**src/rtl/timekeeper_pkg.sv**
```systemverilog
// ============================================================================
// timekeeper_pkg : segment glyphs and BCD validity helpers for the timekeeper
// Revision 1.0
// ============================================================================
`default_nettype none

package timekeeper_pkg;

  // Active-low glyphs, bit order {g,f,e,d,c,b,a}
  localparam logic [6:0] SEG7_0    = 7'h40;
  localparam logic [6:0] SEG7_1    = 7'h79;
  localparam logic [6:0] SEG7_2    = 7'h24;
  localparam logic [6:0] SEG7_3    = 7'h30;
  localparam logic [6:0] SEG7_4    = 7'h19;
  localparam logic [6:0] SEG7_5    = 7'h12;
  localparam logic [6:0] SEG7_6    = 7'h02;
  localparam logic [6:0] SEG7_7    = 7'h78;
  localparam logic [6:0] SEG7_8    = 7'h00;
  localparam logic [6:0] SEG7_9    = 7'h10;
  localparam logic [6:0] SEG_BLANK = 7'h7F;

  localparam logic [7:0] PAIR_MAX  = 8'h59;

  // BCD ordering matches unsigned ordering once both nibbles are decimal
  function automatic logic bcd_pair_valid(input logic [7:0] pair, input logic [7:0] max);
    return (pair[3:0] <= 4'd9) && (pair[7:4] <= 4'd9) && (pair <= max);
  endfunction

  function automatic logic [6:0] seg7_decode(input logic [3:0] digit);
    logic [6:0] glyph;
    case (digit)
      4'd0:    glyph = SEG7_0;
      4'd1:    glyph = SEG7_1;
      4'd2:    glyph = SEG7_2;
      4'd3:    glyph = SEG7_3;
      4'd4:    glyph = SEG7_4;
      4'd5:    glyph = SEG7_5;
      4'd6:    glyph = SEG7_6;
      4'd7:    glyph = SEG7_7;
      4'd8:    glyph = SEG7_8;
      4'd9:    glyph = SEG7_9;
      default: glyph = SEG_BLANK;
    endcase
    return glyph;
  endfunction

endpackage

`default_nettype wire

```
**src/rtl/bcd_pair_counter.sv**
```systemverilog
// ============================================================================
// bcd_pair_counter : two-digit BCD counter with load, programmable wrap, carry
// Revision 1.0
// ============================================================================
`default_nettype none

module bcd_pair_counter
  import timekeeper_pkg::*;
(
  input  logic       clk,
  input  logic       reset,
  input  logic       inc_i,
  input  logic       load_i,
  input  logic [7:0] d_i,
  input  logic [7:0] max_i,
  output logic [7:0] q_o,
  output logic [7:0] nxt_o,
  output logic       carry_o
);

  logic [7:0] q_q;
  logic [7:0] q_d;

  always_comb begin
    q_d = q_q;
    if (load_i) begin
      q_d = d_i;
    end else if (inc_i) begin
      if (q_q == max_i) begin
        q_d = 8'h00;
      end else if (q_q[3:0] == 4'd9) begin
        q_d = {q_q[7:4] + 4'd1, 4'd0};
      end else begin
        q_d = {q_q[7:4], q_q[3:0] + 4'd1};
      end
    end
  end

  always_ff @(posedge clk) begin
    if (reset) begin
      q_q <= 8'h00;
    end else begin
      q_q <= q_d;
    end
  end

  assign q_o     = q_q;
  assign nxt_o   = q_d;
  assign carry_o = inc_i && (q_q == max_i);

endmodule

`default_nettype wire

```
**src/rtl/bcd_timekeeper_display.sv**
```systemverilog
// ============================================================================
// bcd_timekeeper_display : BCD time-of-day counter with 7-segment scan driver
// Optional alarm compare/blink enabled by defining ALARM_EN.  Revision 1.0
// ============================================================================
`default_nettype none

module bcd_timekeeper_display
  import timekeeper_pkg::*;
#(
  parameter int unsigned NUM_DIGITS = 4,
  parameter int unsigned TICK_DIV   = 100_000_000,
  parameter int unsigned SCAN_DIV   = 100_000,
  parameter logic [7:0]  TOP_MAX    = 8'h59
) (
  input  logic                    clk,
  input  logic                    reset,
  input  logic                    load,
  input  logic [4*NUM_DIGITS-1:0] load_val,
  output logic                    load_err,
  output logic [4*NUM_DIGITS-1:0] time_out,
  output logic                    tick,
  input  logic                    alarm_set,
  input  logic                    alarm_ack,
  output logic                    alarm_active,
  output logic [NUM_DIGITS-1:0]   anode,
  output logic [6:0]              seg
);

  localparam int TW        = 4 * NUM_DIGITS;
  localparam int NUM_PAIRS = NUM_DIGITS / 2;
  localparam int PRE_W     = (TICK_DIV > 1) ? $clog2(TICK_DIV) : 1;
  localparam int SCAN_W    = (SCAN_DIV > 1) ? $clog2(SCAN_DIV) : 1;
  localparam int IDX_W     = $clog2(NUM_DIGITS);

  logic [PRE_W-1:0]      pre_q, pre_d;
  logic                  tick_q;
  logic                  load_err_q, load_err_d;
  logic [SCAN_W-1:0]     scan_q, scan_d;
  logic [IDX_W-1:0]      idx_q, idx_d;
  logic [NUM_DIGITS-1:0] anode_q, anode_d;
  logic [6:0]            seg_q, seg_d;
  logic                  active_q;

  logic                  w_load_valid;
  logic                  w_load_ok;
  logic                  w_pre_wrap;
  logic                  w_adv;
  logic                  w_scan_wrap;
  logic [3:0]            w_digit;
  logic [NUM_PAIRS-1:0]  w_inc;
  logic [NUM_PAIRS-1:0]  w_carry;
  logic [TW-1:0]         w_time_nxt;

  // Same rule guards both time load and alarm set
  always_comb begin
    w_load_valid = 1'b1;
    for (int p = 0; p < NUM_PAIRS; p++) begin
      if (!bcd_pair_valid(load_val[8*p +: 8], (p == NUM_PAIRS-1) ? TOP_MAX : PAIR_MAX)) begin
        w_load_valid = 1'b0;
      end
    end
  end

  assign w_load_ok  = load && w_load_valid;
  assign w_pre_wrap = (pre_q == PRE_W'(TICK_DIV - 1));
  assign w_adv      = w_pre_wrap && !w_load_ok;
  assign w_inc[0]   = w_adv;

  for (genvar p = 0; p < NUM_PAIRS; p++) begin : g_pair
    localparam logic [7:0] P_MAX = (p == NUM_PAIRS-1) ? TOP_MAX : PAIR_MAX;
    if (p > 0) begin : g_chain
      assign w_inc[p] = w_carry[p-1];
    end
    bcd_pair_counter u_pair (
      .clk     (clk),
      .reset   (reset),
      .inc_i   (w_inc[p]),
      .load_i  (w_load_ok),
      .d_i     (load_val[8*p +: 8]),
      .max_i   (P_MAX),
      .q_o     (time_out[8*p +: 8]),
      .nxt_o   (w_time_nxt[8*p +: 8]),
      .carry_o (w_carry[p])
    );
  end

  assign w_scan_wrap = (scan_q == SCAN_W'(SCAN_DIV - 1));
  assign w_digit     = 4'(time_out >> {idx_q, 2'b00});

  always_comb begin
    pre_d = pre_q + 1'b1;
    if (w_load_ok || w_pre_wrap) begin
      pre_d = '0;
    end

    load_err_d = load && !w_load_valid;
`ifdef ALARM_EN
    if (alarm_set && !w_load_valid) begin
      load_err_d = 1'b1;
    end
`endif

    scan_d = scan_q + 1'b1;
    idx_d  = idx_q;
    if (w_scan_wrap) begin
      scan_d = '0;
      idx_d  = (idx_q == IDX_W'(NUM_DIGITS - 1)) ? '0 : idx_q + 1'b1;
    end

    // Display registers lag the scan index by one cycle
    anode_d = ~(NUM_DIGITS'(1) << idx_q);
    seg_d   = seg7_decode(w_digit);
    if (active_q && !pre_q[PRE_W-1]) begin
      seg_d = 7'h00;
    end
  end

  always_ff @(posedge clk) begin
    if (reset) begin
      pre_q      <= '0;
      tick_q     <= 1'b0;
      load_err_q <= 1'b0;
      scan_q     <= '0;
      idx_q      <= '0;
      anode_q    <= '1;
      seg_q      <= SEG_BLANK;
    end else begin
      pre_q      <= pre_d;
      tick_q     <= w_adv;
      load_err_q <= load_err_d;
      scan_q     <= scan_d;
      idx_q      <= idx_d;
      anode_q    <= anode_d;
      seg_q      <= seg_d;
    end
  end

`ifdef ALARM_EN
  logic [TW-1:0] alarm_q;
  logic          w_match;
  logic          w_unused_top_carry;

  assign w_unused_top_carry = w_carry[NUM_PAIRS-1];
  assign w_match            = w_adv && (w_time_nxt == alarm_q);

  always_ff @(posedge clk) begin
    if (reset) begin
      alarm_q  <= '0;
      active_q <= 1'b0;
    end else begin
      if (alarm_set && w_load_valid) begin
        alarm_q <= load_val;
      end
      if (w_match) begin
        active_q <= 1'b1;
      end else if (alarm_ack) begin
        active_q <= 1'b0;
      end
    end
  end
`else
  logic w_unused_alarm;

  assign w_unused_alarm = ^{alarm_set, alarm_ack, w_time_nxt, w_carry[NUM_PAIRS-1]};
  assign active_q       = 1'b0;
`endif

  assign tick         = tick_q;
  assign load_err     = load_err_q;
  assign anode        = anode_q;
  assign seg          = seg_q;
  assign alarm_active = active_q;

endmodule

`default_nettype wire

```
**config.mk**
```make
export PLATFORM = sky130hd
export DESIGN_NAME = bcd_timekeeper_display
export DESIGN_NICKNAME = d
export VERILOG_FILES = /design/src/rtl/timekeeper_pkg.sv /design/src/rtl/bcd_pair_counter.sv /design/src/rtl/bcd_timekeeper_display.sv
export SDC_FILE = /design/constraint.sdc
export NUM_CORES = 1
export LEC_CHECK = 0
export BUFFER_PORTS_ARGS = -buffer_cell sky130_fd_sc_hd__buf_4
export CAP_MARGIN = 10
export CORE_MARGIN = 5
export CORE_UTILIZATION = 60
export CTS_BUF_LIST = sky130_fd_sc_hd__clkbuf_4 sky130_fd_sc_hd__clkbuf_8
export DETAILED_ROUTE_END_ITERATION = 8
export MAX_ROUTING_LAYER = met4
export PLACE_DENSITY = 0.83
export REMOVE_ABC_BUFFERS = 1
export SLEW_MARGIN = 10
export SYNTH_ARGS = -nofsm -noshare
export SYNTH_HDL_FRONTEND = slang
export SYNTH_SLANG_ARGS = --single-unit
```
**constraint.sdc**
```tcl
create_clock -name clk -period 5.45 [get_ports clk]
set_input_delay 1.09 -clock clk [delete_from_list [all_inputs] [get_ports clk]]
set_output_delay 1.09 -clock clk [all_outputs]
set_load 0.02 [all_outputs]
```
==> impl_summary.txt, run 1 <==
----------------------------------------------------
[Status]
  Result of the run ... complete, no violations

[Yosys]
  Leading register cell type out of synthesis ... dfxtp_1
  Syn_area_per_cell ... 8.726 sq um
  Sequential-to-total area share from yosys stat ... 0.4049
  Instance count of the mapped netlist ... 425
  YS warnings ... 0
  Count leader, synth ... dfxtp_1
  Number of enable flip-flop cells after synthesis ... 0
  Top-area cell type share of the netlist area ... 0.4049
  Syn Std Cell Area ... 3709 sq um
  Cell type with the largest total area after synthesis ... dfxtp_1
  Number of distinct library cells after synthesis ... 46
  Dominant cells by area after synthesis ... dfxtp_1, nor2_1, ha_1
  Register bit total from synthesis ... 75
  Share of synthesized flip-flops with an asynchronous set or reset ... 0
  Most frequent cells after synthesis ... dfxtp_1, nor2_1, nand2_1

[Floorplanning]
  Core area ... 5956 sq um
  Die Wd ... 88.62 microns
  Total die area ... 7854 sq um
  Row count ... 28
  Effective utilization at floorplan ... 0.6227
  Count of pins on the block boundary ... 51
  Die height ... 88.62 microns

[Routing]
  Antenna viol nets, final ... 0
  First-pass DRT Iterations ... 4
  Final WL ... 7.855 mm
  DRC violation count after routing ... 0
  Via-to-Cell Ratio ... 5.637
  Initial DRC count ... 163
  Drt wl/cell ... 14.47 microns
  Vias after detailed routing ... 3,061

[Setup path]
  Crit path max fanout ... 27
  Sort of element at the start of the critical path ... input pin
  Crit path kind ... in2reg
  Nature of the critical path endpoint ... flip-flop
  Required time of the worst setup path ... 5.72 ns
  Data arrival time of the worst path ... between 2 and 3 ns

[CTS]
  Inserted Clock Buffers ... 9
  Post_cts resized ... 0
  Setup bufs post-CTS ... 0
  H-tree depth ... 3
  Clock root buffer ... clkbuf_8
  Sink Count ... 75
  Clk buf depth ... 2
  CTS clk-pin slew, worst paths ... 0.07 ns
  CTS tree ... yes
  Clock network latency to the later pin of the worst-skew pair ... 0.34 ns
  Quantity of hold-fixing buffers added after cts ... 0

[Power and ir drop]
  Power share of the clock group ... 0.364
  Reported leakage power ... about 0.0016 uW
  Cell-internal power ... 753.9 uW
  Net switching power figure ... 235.9 uW
  Power per unit of standard cell area ... 233.7 nW/um^2
  Proportion of power drawn by combinational gates ... 0.065
  Fraction of power spent switching nets ... 0.2383
  Proportion of power drawn by flip-flops and latches ... 0.571
  Worst IR drop on VDD ... 171.6 uV

[Placed design]
  Global placement routability congestion ... about 0.80
  # port buffers ... 47
  Pre-CTS setup slack ... 2.522 ns
  Final HPWL from detailed placement ... 5.777 mm

[STA]
  Time the final worst path needs with I/O delays and setup ... approximately 2.6 ns
  Final setup violating endpoints ... 0
  Total negative setup slack ... 0 ns
  Number of hold violations in the final report ... 0
  Unrepaired setup endpoints after global routing ... false
  Worst Clk Skew ... 0.007887 ns
  Post-route setup slack ... 2.886 ns
  Period utilization ... 0.4705
  Highest attainable clock frequency ... 390.0 MHz
  Slew Viols, Final ... 0
  Worst slew margin relative to its limit ... 0.6053
  Transition at the pin with the smallest max-transition slack ... 0.5914 ns

[Finish]
  Synth-to-Final Area Change ... 14.20%
  Filler instances ... 482
  Util after Layout ... 0.7111
  Fraction of layout cells with a size suffix above 1 ... 0.1603
  Sequential cell area ... 1501 sq um
  Antenna Cells ... 0
  Area of the multi-input gates ... 2056 sq um
  # nets final ... approximately 500

[Global routing]
  Number of global-route vias before repair ... 3,117
  Overall routing resource usage ... 0.2303
  Grt total ovfl ... 0
  Global-route wire length before repair ... 13.74 mm
  Pin count of the biggest net entering global routing ... 28
  Antenna violations before repair ... 0

[Worst hold path]
  Worst hold-check path type ... reg2reg

[Run]
  Max-cap check violation count ... 0

----------------------------------------------------
[critical path: stages]
cell and delay, ns:
buf_4 0.16, inv_1 0.45, nand2_1 0.35, or2_2 0.59, nor2_1 0.18
[power groups by stage]
stage	Clock, uW	Combinational (uW)	Sequential, uW
after global routing	394	70.7	566
after CTS	366	64.5	565
after global placement	0	62.1	577
after floorplan	0	27.1	583
final	361	64.2	565
after detailed placement	0	64.2	577
[per-stage QoR]
stage	power, uW	hold slack, ns	cells	cell area (sq um)
finish	989.8	0.4412	543	4235
global route	1031	0.4655	543	4235
CTS	995.8	0.4416	543	4235
detailed placement	641.7	0.4317	529	4079
global placement	639.1	0.4205	529	4079
floorplan	610.2	0.4129	406	3625
[cell type report]
| class | instances | share of cell area |
|---|---|---|
| Timing Repair Buffer | 48 | 0.08508 |
| Multi-Input combinational cell | 313 | 0.4854 |
| Tap cell | 75 | 0.02216 |
| Clock inverter | 3 | 0.004136 |
| Sequential cell | 75 | 0.3545 |
| Inverter | 18 | 0.01595 |
| Clock buffer | 11 | 0.03279 |
[registers in the layout, indices dropped and copies added, names as in the netlist]
register           flops
anode                  4
g_pair.u_pair.q_o     16
idx_q                  2
load_err               1
pre_q                 27
scan_q                17
seg                    7
tick                   1
[cell usage in the layout, fill, tap and decap left out, types with 3 or more instances in the layout]
cell type	instances
and4_1	3
mux4_2	4
nand4_1	11
o21ai_0	23
mux2i_1	13
a31oi_1	4
and3b_1	3
clkbuf_8	9
o211ai_1	4
buf_4	48
or3_1	3
a21oi_1	6
or2_2	3
xor2_1	16
xnor2_1	26
nor2_1	68
nor3_1	13
dfxtp_1	75
ha_1	19
inv_1	18
nand2_1	35
nor4_1	6
nand3_1	16
and3_1	10
[cells by family after synthesis]
group                    count (synthesis)  synth area share
buffers and inverters                   37           0.04082
adder cells (fa/ha/maj)                 19           0.06410
other                                    1          0.001011
AND/OR/NAND/NOR                        186            0.2514
flip-flops                              75            0.4049
AO/OA/AOI/OAI                           48           0.07928
multiplexers                            17           0.05938
XOR/XNOR                                42           0.09919
[path summary, 6_finish.rpt]
path                                               from                      end  slack [ns]  cells past startpoint
worst max-delay path                              reset                 pre_q[9]        2.89                      5
worst min-delay path                           pre_q[0]                 pre_q[0]        0.44                      1
worst max register to register  g_pair[0].u_pair.q_o[0]  g_pair[1].u_pair.q_o[6]        3.11                      6
worst min register to register                 pre_q[0]                 pre_q[0]        0.44                      1
[metal layers]
layer  part of all wire  vias to the layer above  track usage
li1                   -                     1536            -
met1               0.44                     1429       0.2675
met2               0.49                       79       0.3846
met3              0.052                       17      0.04562
met4              0.020                        0       0.1003
met5                  0                        -            -
Note: power is estimated with default switching activity, not from simulation.
==> inputs of run 2 (changes only) <==
--- a/config.mk
+++ b/config.mk
@@ -8,11 +8,11 @@
 export BUFFER_PORTS_ARGS = -buffer_cell sky130_fd_sc_hd__buf_4
 export CAP_MARGIN = 10
 export CORE_MARGIN = 5
-export CORE_UTILIZATION = 60
+export CORE_UTILIZATION = 59
 export CTS_BUF_LIST = sky130_fd_sc_hd__clkbuf_4 sky130_fd_sc_hd__clkbuf_8
 export DETAILED_ROUTE_END_ITERATION = 8
 export MAX_ROUTING_LAYER = met4
-export PLACE_DENSITY = 0.83
+export PLACE_DENSITY = 0.82
 export REMOVE_ABC_BUFFERS = 1
 export SLEW_MARGIN = 10
 export SYNTH_ARGS = -nofsm -noshare
==> constraint.sdc (replaced) <==
create_clock -name clk -period 2.41 [get_ports clk]
set_input_delay 0.482 -clock clk [delete_from_list [all_inputs] [get_ports clk]]
set_output_delay 0.482 -clock clk [all_outputs]
set_load 0.02 [all_outputs]
==> run 2 against run 1 <==
Against the previous run: clock-buffer cell count shrank 1; final cell count grew 1.7%; core utilization grew 1.7 points; worst hold slack lost 0.094 ns; worst setup slack lost 2.6 ns; clock skew grew 0.0022 ns; die area grew 1.5%; cell area grew 3.5%; total power grew to 2.6 times the previous value; critical path depth grew 1; sequential cell count is the same.
==> impl_summary.txt, run 2 (same netlist as run 1, synthesis figures left out) <==
----------------------------------------------------
[Status]
  Result of the run ... complete, no violations (unchanged)

[Placed design]
  DP Cell Count ... 537 (was 529)
  Global placement routability congestion ... 0.9015 (was 0.7952)
  # port buffers ... 47 (unchanged)
  Pre-CTS setup slack ... 0.2970 ns (was 2.522 ns)
  Final HPWL from detailed placement ... 5.829 mm (was 5.777 mm)

[Routing]
  Drt wl/cell ... 14.44 microns (was 14.47 microns)
  Final WL ... 7.969 mm (was 7.855 mm)
  Antenna viol nets, final ... 0 (unchanged)
  Initial DRC count ... 221 (was 163)
  Via-to-Cell Ratio ... 5.699 (was 5.637)
  First-pass DRT Iterations ... 5 (was 4)
  Vias after detailed routing ... 3,146 (was 3,061)
  DRC violation count after routing ... 0 (unchanged)

[CTS]
  Quantity of hold-fixing buffers added after cts ... 0 (unchanged)
  Sink Count ... 75 (unchanged)
  Inserted Clock Buffers ... 9 (unchanged)
  Post_cts resized ... 0 (unchanged)
  Clock root buffer ... clkbuf_8 (unchanged)
  Setup bufs post-CTS ... 0 (unchanged)
  Clk buf depth ... 2 (unchanged)
  CTS clk-pin slew, worst paths ... 0.08 ns (was 0.07 ns)
  CTS tree ... yes (unchanged)
  H-tree depth ... 3 (unchanged)
  Clock network latency to the later pin of the worst-skew pair ... 0.35 ns (was 0.34 ns)

[Power and ir drop]
  Net switching power figure ... 547.4 uW (was 235.9 uW)
  Fraction of power spent switching nets ... 0.2131 (was 0.2383)
  Reported leakage power ... 0.001707 uW (was 0.001628 uW)
  Overall power ... 2568 uW (was 989.8 uW)
  Worst IR drop on VDD ... 465.4 uV (was 171.6 uV)
  Power per unit of standard cell area ... 585.6 nW/um^2 (was 233.7 nW/um^2)
  Proportion of power drawn by flip-flops and latches ... 0.497 (was 0.571)
  Proportion of power drawn by combinational gates ... 0.060 (was 0.065)
  Power share of the clock group ... 0.443 (was 0.364)
  Cell-internal power ... 2021 uW (was 753.9 uW)

[Setup path]
  Nature of the critical path endpoint ... flip-flop (unchanged)
  Required time of the worst setup path ... 2.69 ns (was 5.72 ns)
  Slowest stage cell on the critical path ... or4_1 (was or2_2)
  Data arrival time of the worst path ... 2.44 ns (was 2.84 ns)
  Capturing instance or port of the critical path ... g_pair[0].u_pair.q_o[7] (was pre_q[9])
  Terminus of the critical flop-to-flop path ... g_pair[0].u_pair.q_o[7] (was g_pair[1].u_pair.q_o[6])
  Crit path max fanout ... 7 (was 27)
  Maximum cell stage delay along the critical path ... 0.52 ns (was 0.59 ns)
  Sort of element at the start of the critical path ... flip-flop (was input pin)
  Startpoint of the worst-slack reg-to-reg timing path ... pre_q[0] (was g_pair[0].u_pair.q_o[0])
  Total stage count of the critical path ... 6 (was 5)
  Crit path launch ... pre_q[0] (was reset)
  Cell depth of the worst flop-to-flop path ... 6 (unchanged)
  Bufs and invs on worst path ... 0 (was 2)
  Crit path kind ... reg2reg (was in2reg)
  Ordered cell list for the critical path ... ha_1, and3_1, nand4_2, or2_1, or4_1, a21oi_1 (was buf_4, inv_1, nand2_1, or2_2, nor2_1)
  Cell type group with the largest total delay on the critical path ... simple AND/OR/NAND/NOR gates (unchanged)
  FF-to-FF setup slack ... 0.25 ns (was 3.11 ns)

[Floorplanning]
  Core area ... 6026 sq um (was 5956 sq um)
  Die Wd ... 89.28 microns (was 88.62 microns)
  Count of pins on the block boundary ... 51 (unchanged)
  Die height ... 89.28 microns (was 88.62 microns)
  Total die area ... 7971 sq um (was 7854 sq um)
  Effective utilization at floorplan ... 0.6154 (was 0.6227)
  Row count ... 28 (unchanged)

[Global routing]
  Antenna violations before repair ... 0 (unchanged)
  Pin count of the biggest net entering global routing ... 28 (unchanged)
  Overall routing resource usage ... 0.2308 (was 0.2303)
  Grt total ovfl ... 0 (unchanged)
  Number of global-route vias before repair ... 3,080 (was 3,117)
  Global-route wire length before repair ... 13.91 mm (was 13.74 mm)

[STA]
  Highest attainable clock frequency ... 463.5 MHz
  Total negative setup slack ... 0 ns (unchanged)
  Final setup violating endpoints ... 0 (unchanged)
  Post-route setup slack ... 0.2525 ns (was 2.886 ns)
  Time the final worst path needs with I/O delays and setup ... 2.158 ns
  Worst Clk Skew ... 0.01005 ns (was 0.007887 ns)
  Hold WS ... 0.3475 ns (was 0.4412 ns)
  Number of hold violations in the final report ... 0 (unchanged)
  Worst slew margin relative to its limit ... 0.6255 (was 0.6053)
  Period utilization ... 0.8952
  Slew Viols, Final ... 0 (unchanged)
  Unrepaired setup endpoints after global routing ... false (unchanged)
  Transition at the pin with the smallest max-transition slack ... 0.5568 ns (was 0.5914 ns)

[Finish]
  Fraction of layout cells with a size suffix above 1 ... 0.1761 (was 0.1603)
  Most flop-heavy register ... pre_q (unchanged)
  Post-route insts no fill ... 552 (was 543)
  Flip-flop count of the largest register, all copies and words added ... 27 (unchanged)
  Synth-to-Final Area Change ... 18.25% (was 14.20%)
  Most frequent cells in the layout ... dfxtp_1, nor2_1, buf_4 (unchanged)
  Antenna Cells ... 0 (unchanged)
  Leading cell type in the layout, fill and taps excluded ... dfxtp_1 (unchanged)
  # nets final ... 513 (was 505)

[Worst hold path]
  Worst hold-check path type ... in2reg (was reg2reg)

[Run]
  Max-cap check violation count ... 0 (unchanged)

----------------------------------------------------
## run 2: routing by layer
layer,vias to the layer above,GRT usage,share of wire
met5,-,-,0
met4,0,0.08931,0.017
li1,1556,-,-
met3,11,0.04055,0.060
met2,107,0.3697,0.47
met1,1472,0.2903,0.45
## run 2: power groups by stage
stage	logic (uW)	registers (uW)	clock network [uW]
2_1_floorplan	61.4	1320	0
3_3_place_gp	148	1310	0
3_5_place_dp	153	1310	0
4_1_cts	154	1280	1150
5_1_grt	170	1280	1220
6_report	153	1280	1140
## run 2: worst reg2reg max path: stages, from the launching register on
cell and delay (ns):
dfxtp_1 0.36, ha_1 0.25, and3_1 0.26, nand4_2 0.20, or2_1 0.35, or4_1 0.52
a21oi_1 0.15
## run 2: worst min-delay path by stage
stage	start	to	slack (ns)	cells after the start
2_1_floorplan	pre_q[0]	pre_q[0]	0.41	1
3_3_place_gp	pre_q[0]	pre_q[0]	0.42	1
3_5_place_dp	pre_q[0]	pre_q[0]	0.45	1
4_1_cts	load_val[10]	g_pair[1].u_pair.q_o[2]	0.34	3
5_1_grt	load_val[10]	g_pair[1].u_pair.q_o[2]	0.35	3
6_report	load_val[11]	g_pair[1].u_pair.q_o[3]	0.35	3
## run 2: through the flow
step                      area, sq um  utilization
after floorplan                  3625            -
final                            4385       0.7278
after global routing             4385       0.7278
after CTS                        4385       0.7278
after global placement           4151       0.6890
after detailed placement         4151       0.6890
## run 2: area by class of cell
class                           count  area, sq um
Clock buffer                       10        131.4
Tap cell                           75        93.84
Multi-Input combinational cell    313         2056
Timing Repair Buffer               56        432.9
Sequential cell                    75         1501
Clock inverter                      5        102.6
Fill cell                         468         1640
Inverter                           18        67.56
==> inputs of run 3 (changes only) <==
--- a/config.mk
+++ b/config.mk
@@ -7,12 +7,14 @@
 export LEC_CHECK = 0
 export BUFFER_PORTS_ARGS = -buffer_cell sky130_fd_sc_hd__buf_4
 export CAP_MARGIN = 10
+export CELL_PAD_IN_SITES_DETAIL_PLACEMENT = 0
+export CELL_PAD_IN_SITES_GLOBAL_PLACEMENT = 1
 export CORE_MARGIN = 5
-export CORE_UTILIZATION = 59
+export CORE_UTILIZATION = 45
 export CTS_BUF_LIST = sky130_fd_sc_hd__clkbuf_4 sky130_fd_sc_hd__clkbuf_8
 export DETAILED_ROUTE_END_ITERATION = 8
 export MAX_ROUTING_LAYER = met4
-export PLACE_DENSITY = 0.82
+export PLACE_DENSITY_LB_ADDON = 0.1
 export REMOVE_ABC_BUFFERS = 1
 export SLEW_MARGIN = 10
 export SYNTH_ARGS = -nofsm -noshare
==> run 3 against run 2 <==
Against the previous run: total power decreased by 8.8%; worst hold slack got worse by 0.0069 ns; register-to-register slack improved by 0.13 ns; cell area is 0.68% higher; critical endpoint unchanged; critical path type unchanged; combinational power about the same; core utilization shrank 18 points.
==> impl_summary.txt, run 3 (same netlist as run 1, synthesis figures left out) <==
----------------------------------------------------
[Worst hold path]
  Worst hold-check path type ... in2reg (unchanged)
  Cell count of the worst hold path ... 3 (unchanged)
  HP Start ... load_val[10] (was load_val[11])
  WHS Endpoint ... g_pair[1].u_pair.q_o[2] (was g_pair[1].u_pair.q_o[3])

[Global routing]
  Antenna violations before repair ... 0 (unchanged)
  Pin count of the biggest net entering global routing ... 28 (unchanged)
  GR Layer Usage met2 ... 0.2577 (was 0.3697)
  Number of global-route vias before repair ... 2,791 (was 3,080)
  Gr busiest metal ... met2 (unchanged)
  GR met1 Demand/Resource ... 0.2281 (was 0.2903)
  Global-route wire length before repair ... 13.47 mm (was 13.91 mm)
  Global-route met3 utilization ... 0.02699 (was 0.04055)
  Grt total ovfl ... 0 (unchanged)
  Overall routing resource usage ... 0.1696 (was 0.2308)

[Placed design]
  Final HPWL from detailed placement ... 5.808 mm (was 5.829 mm)
  # port buffers ... 47 (unchanged)
  Global placement routability congestion ... 0.8104 (was 0.9015)
  Placed instance area ... 4232 sq um (was 4151 sq um)

[Setup path]
  Slowest stage cell on the critical path ... or4_1 (unchanged)
  Maximum cell stage delay along the critical path ... 0.52 ns (about the same)
  Cell depth of the worst flop-to-flop path ... 6 (unchanged)
  Startpoint of the worst-slack reg-to-reg timing path ... pre_q[0] (unchanged)
  Crit path max fanout ... 7 (unchanged)
  Ordered cell list for the critical path ... ha_1, and3_1, nand4_2, or2_1, or4_1, a21oi_1 (unchanged)
  Sort of element at the start of the critical path ... flip-flop (unchanged)
  FF-to-FF setup slack ... 0.39 ns (was 0.25 ns)
  Required time of the worst setup path ... 2.69 ns (about the same)
  Terminus of the critical flop-to-flop path ... g_pair[0].u_pair.q_o[7] (unchanged)
  Crit path launch ... pre_q[0] (unchanged)
  Crit path kind ... reg2reg (unchanged)
  Nature of the critical path endpoint ... flip-flop (unchanged)
  Data arrival time of the worst path ... 2.31 ns (was 2.44 ns)

[Finish]
  Leading cell type in the layout, fill and taps excluded ... dfxtp_1 (unchanged)
  Flip-flop count of the largest register, all copies and words added ... 27 (unchanged)
  Most frequent cells in the layout ... dfxtp_1, nor2_1, buf_4 (unchanged)
  Area of the multi-input gates ... 2056 sq um (unchanged)
  Util after Layout ... 0.5428 (was 0.7278)
  Sequential cell area ... 1501 sq um (unchanged)
  Most flop-heavy register ... pre_q (unchanged)
  Filler instances ... 786 (was 468)
  Synth-to-Final Area Change ... 19.06% (was 18.25%)
  Fraction of layout cells with a size suffix above 1 ... 0.1846 (was 0.1761)
  Antenna Cells ... 0 (unchanged)
  Post-route cell area ... 4415 sq um (was 4385 sq um)
  # nets final ... 517 (was 513)

[STA]
  Unrepaired setup endpoints after global routing ... false (unchanged)
  Slew Viols, Final ... 0 (unchanged)
  Highest attainable clock frequency ... 493.8 MHz (was 463.5 MHz)
  Transition at the pin with the smallest max-transition slack ... 0.5831 ns (was 0.5568 ns)
  Period utilization ... 0.8402 (was 0.8952)
  Number of hold violations in the final report ... 0 (unchanged)
  Total negative setup slack ... 0 ns (unchanged)
  Worst slew margin relative to its limit ... 0.6078 (was 0.6255)
  Hold WS ... 0.3406 ns (was 0.3475 ns)
  Time the final worst path needs with I/O delays and setup ... 2.025 ns (was 2.158 ns)
  Worst Clk Skew ... 0.01040 ns (was 0.01005 ns)
  Final setup violating endpoints ... 0 (unchanged)

[Power and ir drop]
  Net switching power figure ... 622.4 uW (was 547.4 uW)
  Proportion of power drawn by combinational gates ... 0.065 (was 0.060)
  Fraction of power spent switching nets ... 0.2656 (was 0.2131)
  Reported leakage power ... 0.001703 uW (was 0.001707 uW)
  Power share of the clock group ... 0.391 (was 0.443)
  Power per unit of standard cell area ... 530.7 nW/um^2 (was 585.6 nW/um^2)
  Proportion of power drawn by flip-flops and latches ... 0.544 (was 0.497)
  Worst IR drop on VDD ... 285.2 uV (was 465.4 uV)
  Cell-internal power ... 1721 uW (was 2021 uW)

[Routing]
  DRC violation count after routing ... 0 (unchanged)
  Antenna viol nets, final ... 0 (unchanged)
  Initial DRC count ... 108 (was 221)
  Drt wl/cell ... 13.51 microns (was 14.44 microns)
  Final WL ... 7.929 mm (was 7.969 mm)
  Via-to-Cell Ratio ... 5.143 (was 5.699)
  Vias after detailed routing ... 3,019 (was 3,146)
  First-pass DRT Iterations ... 4 (was 5)

[CTS]
  H-tree depth ... 3 (unchanged)
  Quantity of hold-fixing buffers added after cts ... 0 (unchanged)
  Clock network latency to the later pin of the worst-skew pair ... 0.35 ns (about the same)
  CTS clk-pin slew, worst paths ... 0.09 ns (was 0.08 ns)
  Inserted Clock Buffers ... 9 (unchanged)
  Sink Count ... 75 (unchanged)
  CTS tree ... yes (unchanged)
  Clk buf depth ... 2 (unchanged)
  Clock root buffer ... clkbuf_8 (unchanged)
  Setup bufs post-CTS ... 0 (unchanged)
  Post_cts resized ... 0 (unchanged)

[Floorplanning]
  Total die area ... 10,160 sq um (was 7971 sq um)
  Row count ... 33 (was 28)
  Die Wd ... 100.8 microns (was 89.28 microns)
  Die height ... 100.8 microns (was 89.28 microns)
  Count of pins on the block boundary ... 51 (unchanged)
  Core area ... 8134 sq um (was 6026 sq um)
  Effective utilization at floorplan ... 0.4559 (was 0.6154)

[Status]
  Result of the run ... complete, no violations (unchanged)

[Run]
  Max-cap check violation count ... 0 (unchanged)

----------------------------------------------------
run 3: power by group through the flow:
stage               Sequential, uW  Clock [uW]  Combinational, uW
finish                        1280         915                152
global route                  1280         999                169
CTS                           1280         944                155
detailed placement            1310           0                155
global placement              1300           0                154
floorplan                     1320           0               61.4
run 3: how the worst max path moves through the flow:
stage                              endpoint  depth (start not counted)
detailed placement  g_pair[0].u_pair.q_o[7]                          6
global placement                   pre_q[8]                          8
floorplan                         pre_q[10]                          5
CTS                 g_pair[0].u_pair.q_o[7]                          6
finish              g_pair[0].u_pair.q_o[7]                          6
global route        g_pair[1].u_pair.q_o[6]                          7
run 3: worst max-delay path: cells and delay by family, from the launching register on:
kind                       cells  cell delay [ns]
adders and majority gates      1             0.23
AOI/OAI and AO/OA              1             0.15
DFF                            1             0.35
and+or+nand+nor                4             1.23
run 3: metrics by stage:
step | total power [uW] | worst slack, ns | cells
final | 2343 | 0.3850 | 587
after global routing | 2448 | 0.1546 | 587
after CTS | 2376 | 0.3610 | 587
after detailed placement | 1460 | 0.3784 | 571
after global placement | 1459 | 0.3949 | 571
after floorplan | 1380 | 0.1935 | 406
run 3: area by class of cell:
cell class	count	area share
Multi-Input combinational cell	313	0.4656
Sequential cell	75	0.3400
Timing Repair Buffer	60	0.1077
Tap cell	105	0.02975
Clock buffer	9	0.02805
Inverter	18	0.01530
Clock inverter	7	0.01360
run 3: metal layers:
metal,vias to the layer above,wire length (microns)
met3,11,202
met5,-,0
met4,0,121
met2,42,3611
li1,1565,-
met1,1401,3993
